**src/rtl/program_launcher.sv**
```systemverilog
// program_launcher: initiator side of the core run handshake.
// A host go pulse holds req high for REQ_CYCLES clocks, then the block counts
// RUN cycles until the core signals a qualified ack (DONE) or the count reaches
// TIMEOUT_CYCLES (TIMEOUT). The result is held until the next go or abort.
module program_launcher #(
    parameter int REQ_CYCLES     = 2,
    parameter int CNT_W          = 16,
    parameter int TIMEOUT_CYCLES = 50000
) (
    input  logic             clock,
    input  logic             reset_n,
    input  logic             go,
    input  logic             abort,
    input  logic             ack,
    output logic             req,
    output logic             busy,
    output logic             done,
    output logic             timed_out,
    output logic [CNT_W-1:0] cycle_count
);

    localparam int RC_W = (REQ_CYCLES > 1) ? $clog2(REQ_CYCLES) : 1;
    localparam logic [RC_W-1:0]  REQ_LAST    = RC_W'(REQ_CYCLES - 1);
    localparam logic [CNT_W-1:0] TIMEOUT_VAL = CNT_W'(TIMEOUT_CYCLES);

    typedef enum logic [2:0] {
        S_IDLE,
        S_LAUNCH,
        S_RUN,
        S_DONE,
        S_TIMEOUT
    } state_t;

    state_t           state, state_next;
    logic [RC_W-1:0]  req_cnt, req_cnt_next;
    logic [CNT_W-1:0] count_next;
    logic [CNT_W-1:0] count_inc;
    logic             ack_armed, ack_armed_next;

    // Next-state, launch counter, run counter and ack qualification.
    always_comb begin
        // NOTE: every variable gets a default before any branch so no path
        // leaves one unassigned, which would otherwise infer a latch.
        state_next     = state;
        req_cnt_next   = req_cnt;
        count_next     = cycle_count;
        ack_armed_next = ack_armed;
        // Saturating increment; the counter never wraps back to zero.
        count_inc      = (cycle_count == '1) ? cycle_count : cycle_count + CNT_W'(1);

        if (abort) begin
            // Cancel wins over go and ack; the count is left as it stood.
            state_next = S_IDLE;
        end else begin
            unique case (state)
                S_IDLE, S_DONE, S_TIMEOUT: begin
                    if (go) begin
                        state_next     = S_LAUNCH;
                        count_next     = '0;
                        req_cnt_next   = '0;
                        ack_armed_next = 1'b0;
                    end
                end
                S_LAUNCH: begin
                    // ack is not looked at here; the core is still being started.
                    if (req_cnt == REQ_LAST) begin
                        state_next = S_RUN;
                    end else begin
                        req_cnt_next = req_cnt + RC_W'(1);
                    end
                end
                S_RUN: begin
                    count_next = count_inc;
                    // An ack already high when RUN starts is left over from the
                    // previous program; only an ack seen low first is trusted.
                    if (!ack) begin
                        ack_armed_next = 1'b1;
                    end
                    if (ack && ack_armed) begin
                        state_next = S_DONE;
                    end else if (count_inc == TIMEOUT_VAL) begin
                        state_next = S_TIMEOUT;
                    end
                end
                default: state_next = S_IDLE;
            endcase
        end
    end

    // State, internal counters and registered outputs decoded from next state.
    always_ff @(posedge clock or negedge reset_n) begin
        if (!reset_n) begin
            state       <= S_IDLE;
            req_cnt     <= '0;
            ack_armed   <= 1'b0;
            cycle_count <= '0;
            req         <= 1'b0;
            busy        <= 1'b0;
            done        <= 1'b0;
            timed_out   <= 1'b0;
        end else begin
            // NOTE: non-blocking assignments so every flop samples the values
            // from before this edge, independent of statement order.
            state       <= state_next;
            req_cnt     <= req_cnt_next;
            ack_armed   <= ack_armed_next;
            cycle_count <= count_next;
            req         <= (state_next == S_LAUNCH);
            busy        <= (state_next == S_LAUNCH) || (state_next == S_RUN);
            done        <= (state_next == S_DONE);
            timed_out   <= (state_next == S_TIMEOUT);
        end
    end

endmodule

```
**config.mk**
```make
export PLATFORM = sky130hd
export DESIGN_NAME = program_launcher
export DESIGN_NICKNAME = d
export VERILOG_FILES = /design/src/rtl/program_launcher.sv
export SDC_FILE = /design/constraint.sdc
export NUM_CORES = 1
export LEC_CHECK = 0
export CAP_MARGIN = 40
export CORE_MARGIN = 3
export CORE_UTILIZATION = 40
export DETAILED_ROUTE_END_ITERATION = 12
export GPL_ROUTABILITY_DRIVEN = 1
export PLACE_DENSITY = 0.67
export SYNTH_ARGS = -nofsm -noshare
export SYNTH_HDL_FRONTEND = slang
export SYNTH_SLANG_ARGS = --single-unit
```
**constraint.sdc**
```tcl
create_clock -name clock -period 2.8 [get_ports clock]
set_input_delay 0.56 -clock clock [delete_from_list [all_inputs] [get_ports clock]]
set_output_delay 0.56 -clock clock [all_outputs]
set_load 0.05 [all_outputs]
```
# Yosys cells after proc, flatten, opt, wreduce, memory -nomap -nowiden
# Index checks and enable logic that the tools add are counted.
classes:
  addsub: 2
  eq_ne: 12
  muxes: 14
  bitwise: 1
  reduce_logical: 9
ops:
  columns: ["cell", "count"]
  rows:
  - ["16-bit equality test, second input constant", 2]
  - ["16-bit two-way mux", 2]
  - ["16-bit one-hot mux with 2 select lines", 1]
  - ["16-bit by 1-bit adder with 16-bit output, second input constant", 1]
  - ["3-bit two-way mux", 5]
  - ["3-bit by 2-bit equality test with 1-bit output, second input constant", 4]
  - ["3-bit one-hot mux with 3 select lines", 1]
  - ["3-bit by 1-bit equality test with 1-bit output, second input constant", 2]
  - ["3-bit equality test, second input constant", 2]
  - ["3-bit AND reduction", 2]
  - ["2-bit inequality test, second input constant", 2]
  - ["1-bit one-hot mux with 2 select lines", 2]
  - ["4-bit AND reduction", 1]
  - ["2-bit nonzero test", 2]
  - ["3-bit logical NOT", 1]
  - ["1-bit two-way mux", 3]
  - ["3-bit OR reduction", 1]
  - ["1-bit adder, second input constant", 1]
  - ["1-bit logical AND", 1]
  - ["1-bit logical OR", 1]
  - ["1-bit inverter", 1]
word_totals:
  reg_bits: 25
  inputBits: 5
  output_inout_bits: 20
  wordCells: 46

# Longest topological paths before layout
logic_depth:
  depth_word: 9
  mapped_depth: 10
  mapped_depth_nobuf: 8

# Worst setup path after synthesis
# OpenSTA, ideal clock, no wires.
synth_path:
  kind: "reg2reg"
  from: "register cycle_count[1]"
  to: "register busy"
  setup_time_ps: 120
  t_arrival_ps: 2641
  t_required_ps: 2680
  setup_slack_ps: 38
  stages_incl_launch_ff: 11
  path_buffers: 2
  synth_period_minus_slack_ps: 2762
  path_cell_list: "dfrtp_1 > ha_1 > buf_2 > nand4_2 > or4_4 > buf_6 > nor3_2 > a21oi_2 > nor4_4 > o21ai_1 > o211a_1"
synth_between:
  elab_chain_len: 9
  elab_cells_between_ends: 11
  classes_between: "add/sub: 1; eq/ne: 4; mux: 5; reduce/logical: 1"
synth_lines:
  columns: ["item", "line", "rtl"]
  rows:
  - ["start, declared", "19", "output logic [CNT_W-1:0] cycle_count"]
  - ["start signal, assigned", "107", "cycle_count <= count_next;"]
  - ["16-bit by 1-bit adder with 16-bit output or 16-bit equality test (tied branches)", "49", "count_inc = (cycle_count == '1) ? cycle_count : cycle_count + CNT_W'(1);"]
  - ["16-bit two-way mux *", "49", null]
  - ["16-bit equality test *", "81", "end else if (count_inc == TIMEOUT_VAL) begin"]
  - ["3-bit two-way mux *", "81", null]
  - ["3-bit two-way mux *", "79", "if (ack && ack_armed) begin"]
  - ["3-bit one-hot mux with 3 select lines *", "55", "unique case (state)"]
  - ["3-bit two-way mux *", "51", "if (abort) begin"]
  - ["3-bit by 1-bit equality test with 1-bit output or 3-bit by 2-bit equality test with 1-bit output (tied branches)", "109", "busy <= (state_next == S_LAUNCH) || (state_next == S_RUN);"]
  - ["1-bit logical OR *", "109", null]
  - ["end signal, assigned", "109", null]
  - ["end, declared", "16", "output logic busy,"]
# Mark *: on every way between the ends. The rest lies on a longest branch, timed or not.
# A chain may end at the register's enable or synchronous reset.

# Worst setup path after layout
layout_path:
  from: "register cycle_count[6]"
  to: "register busy"
# Same word-level chain as after synthesis.

==> metrics.md <==
| Metric | Value |
|---|---|
| Critical-path top delay cell | or4_4 |
| Clock sinks | 25 |
| Gr usage total | 0.180 |
| Final setup viols | 0 |
| Syn nets | 228 |
| Worst path bufs/invs | 0 |
| Min-Delay Path Class | reg -> reg |
| Yosys reg bits | 25 |
| Post CTS Setup Buffer Count | 0 |
| Antenna Cells | 0 |
| Pwr Total | 987 uW |
| Cells after Synth | 222 |
| CP arrival | 2.65 ns |
| CTS resizes | 0 |
| Launch instance of the worst register-to-register path | cycle_count[6] |
| Outcome | finished, final reports clean |
| CTS buffer count | 3 |
| Final min period | 2.48 ns |
| Synth-to-Final Area Change | 20.1% |
| CTS max path bufs | 2 |
| Port Buffer Count | 24 |
| Fin Clk Skew | 0.00215 ns |
| CTS tree | done |
| Placer Congestion | 0.887 |
| H-Tree Depth | 1 |
| Grt peak-use layer | met1 |
| I/O pin count | 25 |
| Synth Cell Area | 1800 um2 |
| Remaining Overflow, GRT | 0 |
| Most frequent cells in the layout | o21ai_0, dfrtp_1, clkdlybuf4s50_1 |
| Maximum vdd ir drop | 175 uV |
| Worst Min Path Start | req_cnt |
| Antenna-violating nets left | 0 |
| Global-route met3 utilization | 0.0220 |
| Clk_lat worst skew | 0.27 ns |
| Crit. End Element | register |
| Initial Util | 0.430 |
| Hold Vio Cnt, Final | 0 |
| Core region area | 4170 um2 |
| Top FF cell, synth | dfrtp_1 |
| DRT Pass-1 Iters | 4 |
| Pins Over Slew Limit | 0 |
| Place WS | 0.346 ns |
| Max-cap violations | 0 |
| DP HPWL | 3420 um |
| Fraction of registers with async set/reset | 1.00 |
| Unrepaired setup endpoints after global routing | false |
| Die Wd | 73.0 um |
| Max frequency | 0.404 GHz |
| Post-synth cell types | 52 |
| Crit path launch | cycle_count[6] |
| Vias | 1,776 |
| Type of origin of the critical path | register |
| Worst slew pin tran | 0.532 ns |
| Final Cycle Share | 0.885 |
| Drt drc | 0 |
| Ys Warns | 0 |
| Number of nets in the layout | 251 |
| Row count | 23 |
| Req. time, crit path | 2.97 ns |
| Syn Area/Cell | 8.09 um2 |
| Worst-path clk slew | 0.10 ns |
| Final setup TNS | 0 ns |
| Root Driver | clkbuf_8 |
| Avg WL per Cell | 15.7 um |
| Kind of critical path | reg -> reg |
| 1st-iter DRT viols | 195 |
| Number of synthesized flops with an enable pin | 0 |
| Crit Path Max Fanout | 13 |
| PD cells | 458 nW/um2 |
| Die Y-Extent | 73.0 um |
| Vias in the first global route | 1,554 |
| Met2 GRT Util | 0.253 |
| Die ar. | 5330 um2 |
| Antenna violations before repair | 0 |
| First-pass GRT wire length | 7580 um |
| Hold_buf cts | 0 |
| Pleak | 0.870 nW |
| Crit path cell chain | nand4_4, or4_4, nor3_2, a21oi_2, nor4_4, o21ai_1, o211a_1 |
| Worst Slack Setup Final | 0.322 ns |
| Crit-path leading delay family | simple AND/OR/NAND/NOR gates |
| Met1 Resource Use GR | 0.286 |
| Routed WL | 4620 um |
| Vias/cell | 6.04 |
| Critical Path Max Stage Delay | 0.67 ns |
| Share of post-route cells with drive strength above 1 | 0.127 |
| Sequential area share after synthesis | 0.348 |
| Max transition margin | 0.642 |
| Largest net degree at the start of global routing | 26 |
==> layout make-up <==
class | instances | area (um2)
Inverter | 6 | 22.5
Multi-Input combinational cell | 172 | 1060
Timing Repair Buffer | 37 | 338
Clock inverter | 1 | 7.51
Clock buffer | 3 | 41.3
Fill cell | 383 | 2020
Tap cell | 50 | 62.6
Sequential cell | 25 | 626
==> metal layers <==
metal	routed length [um]	share of wire	up-vias
met5	0	0	-
met4	55	0.012	0
met3	275	0.059	7
met2	1990	0.43	68
met1	2300	0.50	834
li1	-	-	867
==> Yosys cell counts (2+ instances only) <==
master     instances  share of area
nor3b_1            3          0.013
buf_2              6          0.017
nor4_1             2         0.0070
inv_1              6          0.013
clkbuf_2           2         0.0056
nor2b_1            5          0.017
o21a_1             3          0.013
clkbuf_1          10          0.021
a22o_1             3          0.015
and3_1             3          0.010
a31oi_1            7          0.024
o21ai_0           25          0.070
nor3_1             6          0.017
o31ai_1            4          0.017
dfrtp_1           25           0.35
nand2_1           19          0.040
and4_1             2         0.0098
nor4_2             2          0.014
nand2b_1           5          0.017
nand4_1            7          0.024
xnor2_1            2         0.0098
mux2_2             2          0.013
nand3_1            6          0.017
o2bb2ai_1          2         0.0098
a21oi_1           20          0.056
nor2_1            19          0.040
==> sequential cells by signal, indices dropped and copies added (netlist names) <==
name,flops
cycle_count,16
state,3
ack_armed,1
busy,1
done,1
req,1
req_cnt,1
timed_out,1
==> through the flow <==
step                instances  hold WS (ns)   util  instance area (um2)
finish                    294         0.593  0.517                 2160
detailed placement        290         0.572  0.505                 2110
floorplan                 222         0.264      -                 1800
global route              294         0.608  0.517                 2160
global placement          290         0.559  0.505                 2110
CTS                       294         0.586  0.517                 2160
==> cells by family after synthesis <==
group / after synthesis / share of synthesized area
buffers and inverters: 25 / 0.0620
xor gates and xnor gates: 2 / 0.00976
and+or+nand+nor: 91 / 0.298
muxes: 2 / 0.0125
DFF: 25 / 0.348
adders and majority gates: 1 / 0.00697
AOI/OAI and AO/OA: 76 / 0.262
==> worst paths after layout <==
path,end,slack [ns],cells after the start
worst max-delay path,busy,0.32,7
worst min-delay path,req_cnt,0.59,2
worst max register to register,busy,0.32,7
worst min register to register,req_cnt,0.59,2
max in group asynchronous,cycle_count[4],1.93,2
min in group asynchronous,cycle_count[6],0.64,2
==> power breakdown <==
| group | internal (mW) | switching [mW] |
|---|---|---|
| Sequential | 0.394 | 0.0447 |
| Clock | 0.101 | 0.127 |
| Combinational | 0.117 | 0.203 |
| Total | 0.612 | 0.375 |
==> worst register-to-register path, delay by kind of cell, from the launching register on <==
family             cells  cell delay (ns)
AOI/OAI and AO/OA      3             0.40
DFF                    1             0.53
and+or+nand+nor        4             1.44
Power figures use the tool's default switching activity.
